--- src/rtl/multiplexor_display_pkg.sv ---
// Shared constants for the multiplexed 7-segment display driver.
// All segment patterns are active-low, bit 0 = segment a ... bit 6 = segment g.
package multiplexor_display_pkg;

    localparam int NUM_DIGITS = 4;

    // Anode pattern with every digit switched off (anodes are active-low).
    localparam logic [NUM_DIGITS-1:0] AN_OFF = 4'b1111;

    // Special segment patterns.
    localparam logic [6:0] SEG_BLANK = 7'b1111111;
    localparam logic [6:0] SEG_DASH  = 7'b0111111;

    // Decimal digit patterns, gfedcba ordering, active-low.
    localparam logic [6:0] SEG_0 = 7'b1000000;
    localparam logic [6:0] SEG_1 = 7'b1111001;
    localparam logic [6:0] SEG_2 = 7'b0100100;
    localparam logic [6:0] SEG_3 = 7'b0110000;
    localparam logic [6:0] SEG_4 = 7'b0011001;
    localparam logic [6:0] SEG_5 = 7'b0010010;
    localparam logic [6:0] SEG_6 = 7'b0000010;
    localparam logic [6:0] SEG_7 = 7'b1111000;
    localparam logic [6:0] SEG_8 = 7'b0000000;
    localparam logic [6:0] SEG_9 = 7'b0010000;

    // Active-low one-hot anode select for a digit index.
    function automatic logic [NUM_DIGITS-1:0] anode_sel(input logic [1:0] idx);
        return ~(4'b0001 << idx);
    endfunction

endpackage

--- src/rtl/multiplexor_display_decodificador_7seg.sv ---
// BCD to active-low 7-segment decoder. Codes 10-15 are not decimal digits
// and are shown as a single dash so bad data is visible on the display.
module decodificador_7seg
    import multiplexor_display_pkg::*;
(
    input  logic [3:0] bcd,
    output logic [6:0] seg
);

    // Pure lookup from digit code to segment pattern.
    always_comb begin
        case (bcd)
            4'd0:    seg = SEG_0;
            4'd1:    seg = SEG_1;
            4'd2:    seg = SEG_2;
            4'd3:    seg = SEG_3;
            4'd4:    seg = SEG_4;
            4'd5:    seg = SEG_5;
            4'd6:    seg = SEG_6;
            4'd7:    seg = SEG_7;
            4'd8:    seg = SEG_8;
            4'd9:    seg = SEG_9;
            default: seg = SEG_DASH;
        endcase
    end

endmodule

--- src/rtl/multiplexor_display.sv ---
// Time-multiplexed driver for a 4-digit common-anode 7-segment display.
// The active digit advances on each rising edge of the upstream counter MSB;
// the BCD value and decimal points are captured once per frame so a frame
// never mixes old and new digits.
// Optional feature macro: LEADING_ZERO_BLANK_EN blanks leading zero digits
// (digits 3..1); digit 0 always shows its value.
module multiplexor_display
    import multiplexor_display_pkg::*;
#(
    parameter int N = 18
) (
    input  logic                  clk,
    input  logic                  reset,
    input  logic [N-1:0]          q_cnt,
    input  logic                  en,
    input  logic [15:0]           bcd,
    input  logic [NUM_DIGITS-1:0] dp_en,
    output logic [NUM_DIGITS-1:0] an,
    output logic [6:0]            seg,
    output logic                  dp
);

    logic                  msb_prev;
    logic                  tick;
    logic [1:0]            idx;
    logic [15:0]           snap;
    logic [NUM_DIGITS-1:0] snap_dp;
    logic [3:0]            digit;
    logic [6:0]            seg_dec;
    logic                  blank;
    logic [NUM_DIGITS-1:0] an_next;
    logic [6:0]            seg_next;
    logic                  dp_next;

    // Only the counter MSB matters; the lower bits are folded here so they
    // are visibly consumed.
    logic unused_cnt_bits;
    assign unused_cnt_bits = ^q_cnt[N-2:0];

    assign tick = q_cnt[N-1] & ~msb_prev;

    // Edge detector, digit index and per-frame snapshot.
    // NOTE: state registers use non-blocking (<=) so every flop samples the
    // pre-edge values; blocking here would let idx and snap race each other.
    always_ff @(posedge clk) begin
        if (!reset) begin
            msb_prev <= 1'b0;
            idx      <= 2'd0;
            snap     <= 16'h0000;
            snap_dp  <= '0;
        end else begin
            msb_prev <= q_cnt[N-1];
            if (tick && en) begin
                idx <= idx + 2'd1;
                // Reload on the same edge idx wraps 3 -> 0, so the new
                // frame starts with fresh, coherent data.
                if (idx == 2'd3) begin
                    snap    <= bcd;
                    snap_dp <= dp_en;
                end
            end
        end
    end

    assign digit = snap[{idx, 2'b00} +: 4];

    decodificador_7seg u_decoder (
        .bcd (digit),
        .seg (seg_dec)
    );

`ifdef LEADING_ZERO_BLANK_EN
    logic [NUM_DIGITS-1:0] lead_zero;

    // A digit is a leading zero when it and every higher digit are zero.
    always_comb begin
        lead_zero    = '0;
        lead_zero[3] = (snap[15:12] == 4'd0);
        lead_zero[2] = lead_zero[3] & (snap[11:8] == 4'd0);
        lead_zero[1] = lead_zero[2] & (snap[7:4]  == 4'd0);
        lead_zero[0] = 1'b0;
    end

    assign blank = lead_zero[idx];
`else
    assign blank = 1'b0;
`endif

    // Next value of the output register for the currently selected digit.
    // NOTE: defaults are assigned first so every path drives every output
    // and no latch is inferred.
    always_comb begin
        an_next  = AN_OFF;
        seg_next = SEG_BLANK;
        dp_next  = 1'b1;
        if (en) begin
            an_next  = anode_sel(idx);
            seg_next = blank ? SEG_BLANK : seg_dec;
            dp_next  = ~snap_dp[idx];
        end
    end

    // Registered pin drivers; loaded every cycle so en acts on the next edge.
    always_ff @(posedge clk) begin
        if (!reset) begin
            an  <= AN_OFF;
            seg <= SEG_BLANK;
            dp  <= 1'b1;
        end else begin
            an  <= an_next;
            seg <= seg_next;
            dp  <= dp_next;
        end
    end

endmodule

--- config.mk ---
export PLATFORM = sky130hd
export DESIGN_NAME = multiplexor_display
export DESIGN_NICKNAME = d
export VERILOG_FILES = /design/src/rtl/multiplexor_display_pkg.sv /design/src/rtl/multiplexor_display_decodificador_7seg.sv /design/src/rtl/multiplexor_display.sv
export SDC_FILE = /design/constraint.sdc
export NUM_CORES = 1
export LEC_CHECK = 0
export CAP_MARGIN = 20
export CORE_UTILIZATION = 44
export DETAILED_ROUTE_END_ITERATION = 16
export HOLD_SLACK_MARGIN = 0.1
export PLACE_DENSITY = 0.78
export SYNTH_ARGS = -nofsm -noshare
export SYNTH_HDL_FRONTEND = slang
export SYNTH_SLANG_ARGS = --single-unit
--- constraint.sdc ---
create_clock -name clk -period 2.3 [get_ports clk]
set_input_delay 0.345 -clock clk [delete_from_list [all_inputs] [get_ports clk]]
set_output_delay 0.345 -clock clk [all_outputs]
set_load 0.02 [all_outputs]
# --- After elaboration in Yosys (flattened, before gate mapping) ---
# Memories as Yosys holds them, arrays and structs flattened. A register that Yosys moved wholly into a read port is not among the register bits.
# Index checks and enable logic that the tools add are counted.
totals:
  regBits: 28
  latch_bits: 0
  mem_bits_rw: 0
  rom_bits: 112
  inputBits: 41
  output_inout_bits: 12
  word_cells: 22
  mem_count: 1
memory_table:
  columns: ["name", "depth", "width", "read_ports", "rd_clocked_by_memory_dff", "write_ports", "line", "text"]
  rows:
  - ["(name not given)", 16, 7, 1, 1, 0, "multiplexor_display_decodificador_7seg.sv:12", "case (bcd)"]
op_classes:
  add_sub_neg: 1
  mul: 0
  n_div: 0
  n_lt_le_gt_ge: 1
  eq_ne: 1
  shifts: 2
  n_mux: 2
  n_bitwise: 4
  n_reduce_logical: 4
op_table:
  columns: ["operator", "count"]
  rows:
  - ["variable part select 16 x 5 -> 4 bit", 1]
  - ["NOT 4 bit", 1]
  - ["AND reduction 2 bit", 2]
  - ["left shift 1 x 2 -> 4 bit (first input constant)", 1]
  - ["< comparator 2 x 3 -> 1 bit (second input constant)", 1]
  - ["adder 2 x 1 -> 2 bit (second input constant)", 1]
  - ["binary-select mux 1 bit (select 2 bit)", 1]
  - ["== test 2 bit (second input constant)", 1]
  - ["NOT 1 bit", 2]
  - ["bitwise AND 1 bit", 1]
  - ["logical AND 1 bit", 1]
  - ["zero test 1 bit", 1]
  - ["2-to-1 mux 1 bit", 1]

# --- Logic depth before layout (Yosys ltp) ---
logic_depth:
  depth_word: 4
  ltp_mapped: 7
  mapped_depth_nobuf: 6

# --- By module ---
# From an unflattened synthesis, not the netlist that was laid out.
unflattened:
  hier_cells: 170
  hier_area_um2: 1687.9
by_module_without_submodules:
  columns: ["mod", "instances", "cells_per_inst", "area_per_inst_um2", "seq_area_each_um2"]
  rows:
  - ["multiplexor_display", 1, 139, 1447.6, 700.7]
  - ["decodificador_7seg", 1, 31, 240.2, 0.0]

# --- Least setup slack after synthesis ---
# No wires, ideal clock.
synth_timing:
  path_kind: "register to register"
  startpoint: "reg idx[0]"
  endpoint: "reg seg[4]"
  setup_ps: 121
  arrival_time_ps: 1722
  t_required_ps: 2179
  path_slack_ps: 457
  path_stages_with_launch: 8
  n_path_buf: 1
  period_less_slack_ps: 1843
  path_cell_list: "dfxtp_1 > buf_6 > mux4_1 > inv_1 > ha_1 > nor2b_4 > a211oi_1 > o21ai_1"
synth_via:
  elab_chain_cells: 1
synth_lines:
  columns: ["item", "line", "text"]
  rows:
  - ["start, declared", "multiplexor_display.sv:25", "logic [1:0] idx;"]
  - ["start signal, assigned", "multiplexor_display.sv:54", "idx <= idx + 2'd1;"]
  - ["variable part select 16 x 5 -> 4 bit", "multiplexor_display.sv:65", "assign digit = snap[{idx, 2'b00} +: 4];"]
  - ["end, declared", "multiplexor_display.sv:19", "output logic [6:0] seg,"]
# No other way between the ends.
# A chain may end at the register's enable or synchronous reset.

# --- Worst setup path in the final report ---
# Same ends and word-level chain as after synthesis.

==> summary.txt <==
Status
  – Status: completed

Logic synthesis
  – Synth Instances: approximately 160
  – Net count after synthesis: 213
  – Synthesized area: 1550 sq um
  – Asr flop ratio synth: 0
  – Commonest cells post-synth: nand2_1, dfxtp_1, a21boi_0, ha_1
  – Post-synth EDFFs: 0
  – Yosys cell types: 26
  – Avg Inst Size Synth: 9.54 sq um
  – Yosys warns: 0
  – Seq/Total Area, Yosys: 0.453
  – Top cells by area, synth: dfxtp_1, nand2_1, a21boi_0, ha_1, mux4_2
  – Post-synthesis register bit count: 35
  – Main flop type after synthesis: dfxtp_1
  – Top-count cell post-synth: nand2_1
  – Area leader, netlist: dfxtp_1
  – Yosys top cell area share: 0.453

Die
  – Row count: 21
  – Vert. Die Dim: 61.3 um
  – Top-Level Pins: 53
  – Die Area: 3750 sq um
  – Core Box Area: 3360 sq um
  – Initial core utilization: 0.459
  – Die width: between 60 and 70 um

CTS
  – Root Driver: clkbuf_4
  – Max Root-Sink Buffers: 2
  – CTS tree: built
  – Num CTS Buffers: 5
  – Number of H-tree levels: 2
  – Worst-Skew Late Latency: around 0.32 ns
  – Clock sink total: 35
  – Clock transition at path regs: 0.10 ns
  – CTS Hold Buffers Added: 0
  – Post-CTS setup buffer count: 0
  – # resized after CTS: 0

Global routing
  – Initial antenna violation count: 0
  – First-pass GRT wire length: 4510 um
  – Vias in the first global route: between 1,000 and 1,500
  – GR Util All Layers: 0.173
  – Global route total overflow: 0
  – Largest net degree at the start of global routing: 24

Pwr
  – Peak supply drop: 287 uV
  – Leakage: 0.734 nW
  – Pwr Density: 548 nW/um^2

Cells and area
  – Antenna Cells: 0
  – P&R area growth vs syn: 28.8%
  – Layout Nets: about 250
  – Fraction of layout cells with a size suffix above 1: 0.0859

Worst setup path
  – Critical path cell sequence: mux4_1, inv_1, ha_1, nor2b_4, a211oi_1, o21ai_1
  – Critical Path Fanout Max: 5
  – Crit Path Category: flip-flop to flip-flop
  – CP arrival: 2.22 ns
  – Worst setup EP type: flip-flop
  – CP max stage cell: mux4_1
  – Critical Path RT: about 2.5 ns
  – Critical Path Max Stage Delay: 0.70 ns
  – Startpoint types: flip-flop
  – CP Buf/Inv Count: 1
  – CP top delay family: multiplexers

Routing
  – Met1 wire length: 1130 um
  – Antenna-violating nets left: 0
  – Routed len/inst: 11.7 um
  – 1st-iter DRT viols: 40
  – Met3 wire length: between 150 and 200 um
  – Routed Wire Length: 2860 um
  – Via density: 4.80
  – DRC violations left: 0
  – Routed wl met2: ~1400 um
  – Top sig layer: met4
  – Pre-antenna DRT Iters: 4
  – DR vias: 1,171

Place
  – Final Wtd Congestion: around 0.79
  – DPL Wire Length: ~2200 um
  – PortBufs: 35

STA
  – Crit share post-route: 0.877
  – Slew headroom: 0.754
  – Setup TNS: 0 ns
  – Pins Over Slew Limit: 0
  – Final setup violation count: 0
  – RSZ-0062 raised after global routing: no
  – Worst-Margin Slew: roughly 0.37 ns
  – FMAX: 0.496 GHz
  – Hold Slack: approximately 0.47 ns
  – Clock Skew: between 0.0015 and 0.002 ns
  – Fin crit period: 2.02 ns
  – Hold Fails Final Rpt: 0

Min path
  – Hold Path Class: flip-flop to flip-flop

Run
  – Max-cap violations: 0
## metrics by stage
stage           util  cells  total power, W  area [sq um]  setup WS [ns]
3_5_place_dp   0.571    236        0.000740          1920          0.297
4_1_cts        0.592    244         0.00110          1990          0.279
2_1_floorplan      -    162        0.000679          1550          0.457
6_report       0.592    244         0.00109          1990          0.283
3_3_place_gp   0.571    236        0.000738          1920          0.392
5_1_grt        0.592    244         0.00113          1990          0.212
## final timing paths
check	from	to	slack (ns)	depth (start not counted)
max	idx[0]$_SDFFE_PN0P_	seg[4]$_SDFF_PN1_	0.28	6
min	snap[11]$_SDFFE_PN0P_	snap[11]$_SDFFE_PN0P_	0.47	2
max reg2reg	idx[0]$_SDFFE_PN0P_	seg[4]$_SDFF_PN1_	0.28	6
min reg2reg	snap[11]$_SDFFE_PN0P_	snap[11]$_SDFFE_PN0P_	0.47	2
## routing by layer
| metal | vias to the layer above | global-route usage |
|---|---|---|
| li1 | 600 | - |
| met1 | 516 | 0.148 |
| met2 | 43 | 0.329 |
| met3 | 12 | 0.0567 |
| met4 | 0 | 0.130 |
| met5 | - | 0 |
## cell usage in the layout (no fill, tap or decap), drive strengths merged
master / n
xnor2: 1
mux4: 5
nand2: 46
nand3b: 1
or2: 1
a211oi: 1
mux2i: 3
ha: 10
and2b: 1
buf: 3
inv: 7
nor3b: 1
and2: 4
clkdlybuf4s50: 35
nor2b: 2
nor2: 2
dfxtp: 35
a21oi: 6
o21ai: 5
clkbuf: 8
and3: 1
a21boi: 20
## cells by family after synthesis
family,after synthesis,share of synthesized area
adder cells (fa/ha/maj),10,0.0810
buffers and inverters,17,0.0518
AND/OR/NAND/NOR,59,0.173
multiplexers,8,0.0972
AO/OA/AOI/OAI,32,0.138
XOR/XNOR,1,0.00567
flip-flops,35,0.453
## worst reg2reg max path, stage by stage, from the launching register on
cell      delay [ns]
dfxtp_1         0.46
mux4_1          0.70
inv_1           0.16
ha_1            0.25
nor2b_4         0.06
a211oi_1        0.20
o21ai_1         0.08
## report_power, final
group | internal [W] | switching (W) | leakage [nW]
registers | 0.000616 | 0.00000591 | 0.285
logic | 0.0000659 | 0.0000372 | 0.411
clock network | 0.000180 | 0.000186 | 0.0386
total | 0.000862 | 0.000229 | 0.734
## sequential cells by signal (all words and copies together) (netlist names)
signal / flops
snap_dp: 4
snap: 16
seg: 7
msb_prev: 1
idx: 2
an: 4
dp: 1
## final cells by class
| cell class | count | area [sq um] |
|---|---|---|
| fillers | 316 | 1370 |
| multi-input cells | 110 | 764 |
| flip-flops and latches | 35 | 701 |
| repair buffers | 38 | 373 |
| clock buffers | 8 | 68.8 |
| well taps | 46 | 57.6 |
| inverters | 7 | 26.3 |
No activity file was read; power rests on OpenSTA's default activity.
